==> config.mk <==
export PLATFORM = sky130hd
export DESIGN_NAME = pipeline_hazard_ctrl
export DESIGN_NICKNAME = d
export VERILOG_FILES = /design/src/rtl/pipeline_hazard_ctrl_pkg.sv /design/src/rtl/pipeline_hazard_ctrl_hazard_detect.sv /design/src/rtl/pipeline_hazard_ctrl.sv
export SDC_FILE = /design/constraint.sdc
export NUM_CORES = 1
export LEC_CHECK = 0
export ABC_AREA = 1
export BUFFER_PORTS_ARGS = -buffer_cell sky130_fd_sc_hd__buf_4
export CAP_MARGIN = 30
export CORE_MARGIN = 5
export CORE_UTILIZATION = 50
export DETAILED_ROUTE_END_ITERATION = 10
export GPL_TIMING_DRIVEN = 0
export PLACE_DENSITY = 0.75
export SLEW_MARGIN = 20
export SYNTH_ARGS = -nofsm -noshare
export SYNTH_HDL_FRONTEND = slang
export SYNTH_SLANG_ARGS = --single-unit
==> constraint.sdc <==
create_clock -name clk -period 4.1 [get_ports clk]
set_input_delay 1.025 -clock clk [delete_from_list [all_inputs] [get_ports clk]]
set_output_delay 1.025 -clock clk [all_outputs]
set_load 0.005 [all_outputs]
==> src/rtl/pipeline_hazard_ctrl_pkg.sv <==
// -----------------------------------------------------------------------------
// pipeline_hazard_ctrl_pkg
// Shared definitions for the pipeline hazard controller:
//   REG_ADDRESS_LEN : register-address width used across the pipeline
//   hz_state_t      : hazard-controller FSM encoding (RUN / WAIT)
// -----------------------------------------------------------------------------
package pipeline_hazard_ctrl_pkg;

  localparam int REG_ADDRESS_LEN = 4;

  typedef enum logic {
    HZ_ST_RUN  = 1'b0,
    HZ_ST_WAIT = 1'b1
  } hz_state_t;

endpackage

==> src/rtl/pipeline_hazard_ctrl_hazard_detect.sv <==
// -----------------------------------------------------------------------------
// hazard_detect
// Combinational RAW hazard detector comparing ID-stage sources against the
// destinations still in flight in ID/EX and EX/MEM.
// Build option: PIPE_FORWARDING_EN
//   defined   : a forwarding unit covers ALU results, so only a load in ID/EX
//               feeding the ID instruction (load-use) is a hazard.
//   undefined : any in-flight write to a source register is a hazard.
// Ports:
//   id_src1, id_src1_valid  first source and whether it is read
//   id_src2, id_two_src     second source and whether it is read
//   exe_dest, exe_wb_en, exe_mem_read  ID/EX destination info
//   mem_dest, mem_wb_en     EX/MEM destination info
//   hazard                  a stall is required
// -----------------------------------------------------------------------------
module hazard_detect #(
  parameter int REG_ADDR_W = 4
) (
  input  logic [REG_ADDR_W-1:0] id_src1,
  input  logic [REG_ADDR_W-1:0] id_src2,
  input  logic                  id_src1_valid,
  input  logic                  id_two_src,
  input  logic [REG_ADDR_W-1:0] exe_dest,
  input  logic                  exe_wb_en,
  input  logic                  exe_mem_read,
  input  logic [REG_ADDR_W-1:0] mem_dest,
  input  logic                  mem_wb_en,
  output logic                  hazard
);

  logic match1;
  logic match2;

`ifdef PIPE_FORWARDING_EN
  // With forwarding only a load's data arrives too late to forward, so only
  // a pending load in ID/EX can stall; EX/MEM results are always forwarded.
  logic unused_mem_info;
  assign unused_mem_info = &{1'b0, mem_dest, mem_wb_en};

  assign match1 = exe_mem_read & exe_wb_en & (id_src1 == exe_dest);
  assign match2 = exe_mem_read & exe_wb_en & (id_src2 == exe_dest);
`else
  // Without forwarding every pending writeback in EX or MEM blocks a reader.
  logic unused_load_info;
  assign unused_load_info = &{1'b0, exe_mem_read};

  assign match1 = (exe_wb_en & (id_src1 == exe_dest)) |
                  (mem_wb_en & (id_src1 == mem_dest));
  assign match2 = (exe_wb_en & (id_src2 == exe_dest)) |
                  (mem_wb_en & (id_src2 == mem_dest));
`endif

  assign hazard = (id_src1_valid & match1) | (id_two_src & match2);

endmodule

==> src/rtl/pipeline_hazard_ctrl.sv <==
// -----------------------------------------------------------------------------
// pipeline_hazard_ctrl
// Pipeline sequencing for the IF/ID and ID/EX registers: stalls on RAW
// hazards, flushes on taken branches, freezes the whole pipe while the data
// SRAM is busy, flags a sticky SRAM timeout and keeps saturating statistics.
// Build option: PIPE_FORWARDING_EN (selects load-use-only hazard detection,
// handled inside hazard_detect).
// Ports:
//   clk, rst                 rising-edge clock, async active-high reset
//   id_src1/id_src2, id_src1_valid/id_two_src   ID-stage sources
//   exe_dest/exe_wb_en/exe_mem_read             ID/EX destination info
//   mem_dest/mem_wb_en       EX/MEM destination info
//   branch_taken             branch resolved taken in EX
//   mem_req, sram_ready      MEM-stage SRAM handshake
//   freeze_if                hold PC and IF/ID (hazard stall)
//   flush_id_ex              bubble into ID/EX (stall or branch)
//   flush_if_id              flush IF/ID (branch)
//   freeze_all               hold every pipeline register (SRAM busy)
//   mem_timeout              sticky SRAM timeout error
//   stall_cnt, flush_cnt     saturating statistics
// -----------------------------------------------------------------------------
module pipeline_hazard_ctrl
  import pipeline_hazard_ctrl_pkg::*;
#(
  parameter int REG_ADDR_W  = REG_ADDRESS_LEN,
  parameter int CNT_W       = 16,
  parameter int MEM_TIMEOUT = 64
) (
  input  logic                  clk,
  input  logic                  rst,
  input  logic [REG_ADDR_W-1:0] id_src1,
  input  logic [REG_ADDR_W-1:0] id_src2,
  input  logic                  id_src1_valid,
  input  logic                  id_two_src,
  input  logic [REG_ADDR_W-1:0] exe_dest,
  input  logic                  exe_wb_en,
  input  logic                  exe_mem_read,
  input  logic [REG_ADDR_W-1:0] mem_dest,
  input  logic                  mem_wb_en,
  input  logic                  branch_taken,
  input  logic                  mem_req,
  input  logic                  sram_ready,
  output logic                  freeze_if,
  output logic                  flush_id_ex,
  output logic                  flush_if_id,
  output logic                  freeze_all,
  output logic                  mem_timeout,
  output logic [CNT_W-1:0]      stall_cnt,
  output logic [CNT_W-1:0]      flush_cnt
);

  // Wide enough to hold 1..MEM_TIMEOUT.
  localparam int WAIT_W = (MEM_TIMEOUT < 1) ? 1 : $clog2(MEM_TIMEOUT + 1);
  localparam logic [WAIT_W-1:0] WAIT_LAST = WAIT_W'(MEM_TIMEOUT - 1);

  hz_state_t         state;
  logic [WAIT_W-1:0] wait_cnt;
  logic              hazard;
  logic              freeze_raw;

  hazard_detect #(
    .REG_ADDR_W (REG_ADDR_W)
  ) u_hazard_detect (
    .id_src1       (id_src1),
    .id_src2       (id_src2),
    .id_src1_valid (id_src1_valid),
    .id_two_src    (id_two_src),
    .exe_dest      (exe_dest),
    .exe_wb_en     (exe_wb_en),
    .exe_mem_read  (exe_mem_read),
    .mem_dest      (mem_dest),
    .mem_wb_en     (mem_wb_en),
    .hazard        (hazard)
  );

  // Freeze is decided in the same cycle the SRAM is busy: in RUN a request
  // that is not immediately served freezes at once, and in WAIT the freeze
  // drops in the very cycle the SRAM reports ready.
  always_comb begin
    freeze_raw = 1'b0;
    case (state)
      HZ_ST_RUN:  freeze_raw = mem_req & ~sram_ready;
      HZ_ST_WAIT: freeze_raw = ~sram_ready;
      default:    freeze_raw = 1'b0;
    endcase
  end

  // Control outputs follow priority freeze > branch > hazard. They are gated
  // by rst so every output reads 0 while reset is held, whatever the inputs.
  // A branch arriving during a freeze is held upstream and flushes on the
  // first unfrozen cycle, which falls out of the gating below.
  assign freeze_all  = freeze_raw & ~rst;
  assign flush_if_id = branch_taken & ~freeze_raw & ~rst;
  assign freeze_if   = hazard & ~branch_taken & ~freeze_raw & ~rst;
  assign flush_id_ex = flush_if_id | freeze_if;

  // SRAM wait FSM. wait_cnt counts frozen cycles of the current access,
  // including the RUN cycle that first saw the busy SRAM, so it reaches
  // MEM_TIMEOUT-1 on the MEM_TIMEOUT-th frozen cycle. Once timed out the FSM
  // keeps waiting and the counter holds.
  always_ff @(posedge clk or posedge rst) begin
    if (rst) begin
      state       <= HZ_ST_RUN;
      wait_cnt    <= '0;
      mem_timeout <= 1'b0;
    end else begin
      case (state)
        HZ_ST_RUN: begin
          if (mem_req && !sram_ready) begin
            state    <= HZ_ST_WAIT;
            wait_cnt <= WAIT_W'(1);
          end else begin
            wait_cnt <= '0;
          end
        end
        HZ_ST_WAIT: begin
          if (sram_ready) begin
            state    <= HZ_ST_RUN;
            wait_cnt <= '0;
          end else if (wait_cnt >= WAIT_LAST) begin
            mem_timeout <= 1'b1;
          end else begin
            wait_cnt <= wait_cnt + WAIT_W'(1);
          end
        end
        default: begin
          state    <= HZ_ST_RUN;
          wait_cnt <= '0;
        end
      endcase
    end
  end

  // Statistics: one count per stalled cycle and per flushing cycle, holding
  // at all-ones instead of wrapping.
  always_ff @(posedge clk or posedge rst) begin
    if (rst) begin
      stall_cnt <= '0;
      flush_cnt <= '0;
    end else begin
      if (freeze_if && (stall_cnt != '1)) begin
        stall_cnt <= stall_cnt + CNT_W'(1);
      end
      if (flush_if_id && (flush_cnt != '1)) begin
        flush_cnt <= flush_cnt + CNT_W'(1);
      end
    end
  end

endmodule

# --- After elaboration in Yosys (flattened, before gate mapping) ---
# Cells that the tools add are included.
classes:
  muxes: 8
  magnitude_cmp: 1
  n_bitwise: 22
  n_reduce_logical: 5
  n_addsub: 3
  eq_ne: 7
ops:
  columns: ["op", "count"]
  rows:
  - ["adder 16 x 1 -> 16 bit (second input constant)", 2]
  - ["inequality test 16 bit (second input constant)", 2]
  - ["equality test 4 bit", 4]
  - ["two-way mux 7 bit", 2]
  - ["one-hot mux 7 bit (2 select lines)", 1]
  - ["bitwise AND 1 bit", 13]
  - ["adder 7 x 1 -> 7 bit (second input constant)", 1]
  - [">= comparator 7 x 6 -> 1 bit (second input constant)", 1]
  - ["inverter 1 bit", 5]
  - ["bitwise OR 1 bit", 4]
  - ["one-hot mux 1 bit (2 select lines)", 2]
  - ["logical AND 1 bit", 3]
  - ["two-way mux 1 bit", 3]
  - ["inequality test 3 bit (second input constant)", 1]
  - ["AND reduction 3 bit", 1]
  - ["logical NOT 1 bit", 1]
totals:
  register_bits: 41
  input_bits: 26
  out_inout_bits: 37
  elab_cells: 51

# --- Logic depth before layout (Yosys ltp) ---
# Gate-level depths: netlist of the first run.
depth:
  word_depth: 9
  depth_mapped: 12
  mapped_depth_nobuf: 11

# --- Cells and area by module ---
# Synthesis of the first run repeated with hierarchy kept, for this count alone.
unflattened:
  cells_unflattened: 419
  area_unflattened_um2: 2849.0
by_module_without_submodules:
  columns: ["mod", "n_inst", "area_per_inst_um2", "seq_area_each_um2", "cells_per_inst"]
  rows:
  - ["pipeline_hazard_ctrl", 1, 2561.2, 1026.0, 349]
  - ["hazard_detect", 1, 287.8, 0.0, 70]

# --- Worst setup path before layout of the first run ---
# OpenSTA, ideal clock, no wires.
synth_timing:
  path_type: "input-to-output"
  start: "input rst"
  end: "output flush_id_ex"
  setup_slack_ps: 334
  t_required_ps: 3075
  path_buffers: 1
  cell_stages: 6
  t_arrival_ps: 2741
  cell_sequence: "inv_1 > nand3_1 > inv_2 > buf_1 > nand2_1 > nand2_1"
synth_between:
  elab_chain_len: 3
  elab_cells_between_ends: 4
  cone_classes: "4 x bitwise"
synth_rtl:
  columns: ["item", "line_no", "text"]
  rows:
  - ["from (decl)", "pipeline_hazard_ctrl.sv:30", "input logic rst,"]
  - ["inverter 1 bit (*)", "pipeline_hazard_ctrl.sv:93, pipeline_hazard_ctrl.sv:94", null]
  - ["bitwise AND 1 bit (on tied branches)", "pipeline_hazard_ctrl.sv:93, pipeline_hazard_ctrl.sv:94", null]
  - ["bitwise OR 1 bit (*)", "pipeline_hazard_ctrl.sv:95", "assign flush_id_ex = flush_if_id | freeze_if;"]
  - ["to (decl)", "pipeline_hazard_ctrl.sv:44", "output logic flush_id_ex,"]
# Mark *: on every way between the ends. The rest lies on a longest branch, timed or not.

# --- Worst setup path in the final report of the first run ---
# Ends and elaborated chain as after synthesis.

==> run_results.csv, run 1 <==
group,metric,value,unit
floorplan,core,5140,um^2
placement,port_buffers,61,
timing,fin_ws,0.341,ns
worst_setup_path,critical_path_arrival,2.73,ns
power_and_ir_drop,p_leak,1.76,nW
finish,fin_nets,462,
timing,worst_pin_slew,0.459,ns
global_routing,grt_max_degree,31,
timing,fin_crit_sh,91.7,%
timing,fin_crit,3.76,ns
synth,synth_cells,364,
floorplan,die-height,83.1,um
worst_setup_path,path_max_fanout,30,
synth,yosys-top-cells-count,"nand2_1, nor2_1, dfrtp_1",
clock_network,cts_tree,"yes",
timing,finClkSkew,0.00574,ns
floorplan,rows,26,
timing,timing.hold.ws,0.477,ns
floorplan,top_level_ports,63,
clock_network,cts.sinks,41,
clock_network,htree_levels,2,
global_routing,grt_overflow,0,
finish,instances_no_fill,504,
timing,final_hold_viol_count,0,
global_routing,antenna_found_initial,0,
finish,drive_gt1_share,23.0,%
route,firstDrtPassIters,4,
route,drtIter0Drc,146,
route,num_vias,2513,
finish,postLayoutCoreUtil,65.3,%
route,totalWireLength,6.45,mm
floorplan,die_w,83.1,um
clock_network,clk-insertion-delay-late,0.30,ns
placement,placed_area,3240,um^2
worst_setup_path,start_kind,"input pin",
global_routing,grt_usage,19.8,%
placement,pre_cts_slack,0.357,ns
floorplan,initial_core_util,52.0,%
synth,ys_seq_area_share,38.4,%
timing,slew_headroom,69.4,%
global_routing,grt_pass1_vias,2457,
finish,diodes,0,
worst_setup_path,setup.worst_path.class,"input pin to output pin",
clock_network,postCtsHoldBufs,0,
worst_setup_path,end_kind,"output pin",
route,drc,0,
power_and_ir_drop,cellPowerDensity,301,nW/um^2
synth,synth_top_cell_area_share,38.4,%
finish,design_area,3360,um^2
synth,ys.flop_type,"dfrtp_1",
clock_network,clock_path_buffers,2,
clock_network,cts-resized-gates,0,
timing,finalMaxSlewViolations,0,
synth,synthArstFlopShare,100,%
clock_network,path_clk_slew,0.09,ns
clock_network,cts_root_buf,"clkbuf_8",
outcome,outcome,"completed",
placement,routabilityCongestion,0.922,
synth,synth-edff-count,0,
synth,avgSynthCellArea,7.35,um^2
floorplan,die_area,6910,um^2
synth,yosysMostFrequentCell,"nand2_1",
timing,report.final.setup_viol,0,
synth,yosysTopAreaCell,"dfrtp_1",
clock_network,cts_buffers,5,
worst_setup_path,required,3.07,ns
placement,placed_cells,496,
synth,yosysWarnings,0,
power_and_ir_drop,vdd_drop_max,0.262,mV
synth,synth_seq_cells,41,
timing,fmax,266,MHz
global_routing,grt_pass1_wl,11.5,mm
flow_run,max_cap_viol_count,0,
clock_network,post_cts_buffers,0,
synth,synth_cell_types,33,
route,avgViaCountPerCell,4.99,
synth,yosys-top-cells-area,"dfrtp_1, nand2_1, nor2_1, inv_1, xor2_1",
placement,dpl.hpwl,5.01,mm
synth,syn_nets,393,
min_path,hp-class,"flop to flop",
route,wl_per_cell,12.8,um
synth,synth_area,2680,um^2
timing,rsz0062_at_grt,"no",
finish,area_delta_synth_final,25.4,%
route,postRouteAntennaNets,0,
flip-flops by register name (all words and copies together) (netlist names):
register / count
flush_cnt: 16
wait_cnt: 7
state: 1
stall_cnt: 16
mem_timeout: 1
stage by stage:
stage,setup TNS [ns],power (mW)
final,0,1.01
after CTS,0,1.02
after floorplan,0,0.577
after global placement,-1.04,0.674
after detailed placement,0,0.682
after global routing,0,1.07
critical path: stages:
cell and delay, ns:
buf_4 0.13, inv_2 0.23, buf_12 0.24, nand3_1 0.14, inv_2 0.21, buf_1 0.40
nand2_1 0.15, nand2_1 0.09, buf_4 0.10
path summary, 6_finish.rpt:
path,endpoint,startpoint,cells past startpoint,slack [ns]
max,flush_id_ex,rst,9,0.34
min,mem_timeout,mem_timeout,1,0.48
max reg2reg,stall_cnt[13],stall_cnt[1],7,2.28
min reg2reg,mem_timeout,mem_timeout,1,0.48
max in group asynchronous,stall_cnt[15],rst,3,2.96
min in group asynchronous,flush_cnt[7],rst,2,0.69
routing by layer:
metal | wire length (um) | track usage (%)
met2 | 3070 | 31.5
met3 | 372 | 4.95
met5 | 0 | 0
met4 | 57 | 4.31
met1 | 2950 | 27.3
layout make-up:
type	instances	area [um^2]
Clock buffer	5	68.8
Inverter	46	175
Sequential cell	41	1030
Timing Repair Buffer	62	478
Tap cell	70	87.6
Clock inverter	3	46.3
Multi-Input combinational cell	272	1440
Buffer	5	36.3
Fill cell	489	1780
power breakdown:
group	leakage (nW)	internal, mW	total (mW)	switching, mW
Combinational	1.15	0.0966	0.188	0.0916
Sequential	0.556	0.436	0.485	0.0489
Clock	0.0543	0.182	0.336	0.154
cells in the final DEF (no fill, tap or decap), types with 6 or more instances in the layout:
cell	count
nand3_1	23
nand2_1	118
nor2_1	43
inv_1	39
xnor2_1	14
dfrtp_1	41
buf_4	61
nand4_1	19
xor2_1	17
inv_2	6
logic make-up (layout without fill, tap and decap cells):
family	count (synthesis)	in the layout	share of synthesized area, %
compound gates	11	11	2.43
xor+xnor	31	31	10.1
fa+ha+maj	3	3	1.40
buf+inv	51	121	7.90
flops	41	41	38.4
simple gates	227	227	39.8
No activity file was read; power rests on OpenSTA's default activity.
==> run 2: changes to the inputs <==
- CELL_PAD_IN_SITES_DETAIL_PLACEMENT: default -> 0
- CELL_PAD_IN_SITES_GLOBAL_PLACEMENT: default -> 1
- CORE_UTILIZATION: 50 -> 38
- PLACE_DENSITY: 0.75 -> default
- PLACE_DENSITY_LB_ADDON: default -> 0.1
==> run_results.csv, run 2 (synthesized netlist as in run 1, its figures left out) <==
group,metric,value,unit
global_routing,antenna_found_initial,0,
route,totalWireLength,6.62,mm
power_and_ir_drop,cellPowerDensity,302,nW/um^2
finish,area_delta_synth_final,26.8,%
worst_setup_path,regToRegEndpoint,"stall_cnt[12]",
power_and_ir_drop,p_leak,1.76,nW
worst_setup_path,start_kind,"input pin",
worst_setup_path,r2r_slack,2.31,ns
power_and_ir_drop,vdd_drop_max,0.214,mV
worst_setup_path,end_kind,"output pin",
route,avgViaCountPerCell,4.61,
global_routing,grt_pass1_vias,2290,
worst_setup_path,cp_num_buf_inv,6,
worst_setup_path,crit_cells,9,
route,wl_per_cell,12.5,um
route,postRouteAntennaNets,0,
placement,routabilityCongestion,0.782,
global_routing,grt_pass1_wl,10.9,mm
clock_network,path_clk_slew,0.08,ns
clock_network,cts_buffers,5,
finish,largestRegisters,"flush_cnt: 16 flops, stall_cnt: 16 flops, wait_cnt: 7 flops",
placement,dpl.hpwl,5.17,mm
finish,diodes,0,
timing,slew_headroom,70.7,%
route,drtIter0Drc,73,
floorplan,initial_core_util,39.2,%
global_routing,grt_max_degree,34,
finish,fin_nets,462,
placement,placed_cells,522,
worst_setup_path,r2r_start,"stall_cnt[0]",
worst_setup_path,setup.worst_path.class,"input pin to output pin",
finish,instances_no_fill,530,
floorplan,die_area,8820,um^2
global_routing,gr-max-usage-layer,"met2",
worst_setup_path,critical_path.top_delay_family,"buffers and inverters",
clock_network,cts-resized-gates,0,
worst_setup_path,critical_path_arrival,2.72,ns
clock_network,cts_root_buf,"clkbuf_8",
route,num_vias,2444,
finish,fillers,714,
outcome,outcome,"completed",
floorplan,top_level_ports,63,
min_path,min_path_cells,1,
route,firstDrtPassIters,4,
clock_network,htree_levels,2,
timing,worst_pin_slew,0.440,ns
global_routing,grtUsageMet3,3.53,%
worst_setup_path,path_max_fanout,33,
clock_network,cts_tree,"yes",
global_routing,met1_usage,20.6,%
worst_setup_path,required,3.07,ns
timing,finClkSkew,0.00478,ns
timing,fin_crit,3.74,ns
floorplan,die_w,93.9,um
worst_setup_path,worstSetupEndpoint,"flush_id_ex",
power_and_ir_drop,p_total,1.02,mW
worst_setup_path,crit_slowest_cell,"buf_1",
floorplan,rows,30,
floorplan,die-height,93.9,um
timing,final_hold_viol_count,0,
clock_network,clock_path_buffers,2,
finish,drive_gt1_share,23.0,%
timing,fmax,267,MHz
timing,report.final.setup_viol,0,
placement,port_buffers,61,
flow_run,max_cap_viol_count,0,
global_routing,grt_usage,15.5,%
global_routing,grtUsageMet2,25.3,%
route,drc,0,
floorplan,core,6830,um^2
min_path,hp-class,"flop to flop",
worst_setup_path,crit_chain,"buf_4 -> inv_2 -> buf_12 -> nand3_1 -> inv_2 -> buf_1 -> nand2_1 -> nand2_1 -> buf_4",
finish,layout_common_cells,"nand2_1, buf_4, nor2_1, dfrtp_1, inv_1",
finish,final_common_cell,"nand2_1",
timing,rsz0062_at_grt,"no",
clock_network,cts.sinks,41,
worst_setup_path,r2r_cells,7,
worst_setup_path,max_stage_delay,0.39,ns
timing,finalMaxSlewViolations,0,
clock_network,clk-insertion-delay-late,0.30,ns
worst_setup_path,cp-startpoint,"rst",
finish,postLayoutCoreUtil,49.7,%
clock_network,postCtsHoldBufs,0,
global_routing,grt_overflow,0,
timing,fin_crit_sh,91.3,%
clock_network,post_cts_buffers,0,
==> run 2: metal layers <==
metal / vias up / share of wire, %
li1: 1286 / -
met5: - / 0
met4: 0 / 0.79
met3: 4 / 4.5
met2: 39 / 46
met1: 1115 / 48
==> run 2: layout make-up <==
cell class	instances	area, um^2	share of cell area [%]
Multi-Input combinational cell	272	1440	42.4
Sequential cell	41	1030	30.2
Timing Repair Buffer	62	478	14.1
Inverter	46	175	5.16
Tap cell	96	120	3.54
Clock buffer	6	82.6	2.43
Clock inverter	2	37.5	1.11
Buffer	5	36.3	1.07
==> run 2: through the flow <==
step                setup TNS [ns]  instance area (um^2)  worst slack [ns]  hold WS, ns
finish                           0                  3390             0.355        0.479
global route                     0                  3390             0.173        0.503
CTS                              0                  3390             0.299        0.483
detailed placement               0                  3270             0.297        0.462
global placement             -1.47                  3250            -0.740        0.462
floorplan                        0                  2680             0.334        0.463
==> run 2: worst min-delay path by stage <==
stage / startpoint / endpoint / slack, ns
after detailed placement: mem_timeout / mem_timeout / 0.46
after global routing: mem_timeout / mem_timeout / 0.50
after global placement: mem_timeout / mem_timeout / 0.46
after CTS: mem_timeout / mem_timeout / 0.48
after floorplan: wait_cnt[4] / wait_cnt[4] / 0.46
final: mem_timeout / mem_timeout / 0.48
==> run 2: where the power goes <==
group          leakage [nW]  switching, mW  internal (mW)
logic                  1.15         0.0924         0.0969
registers             0.556         0.0488          0.436
clock network        0.0574          0.151          0.198
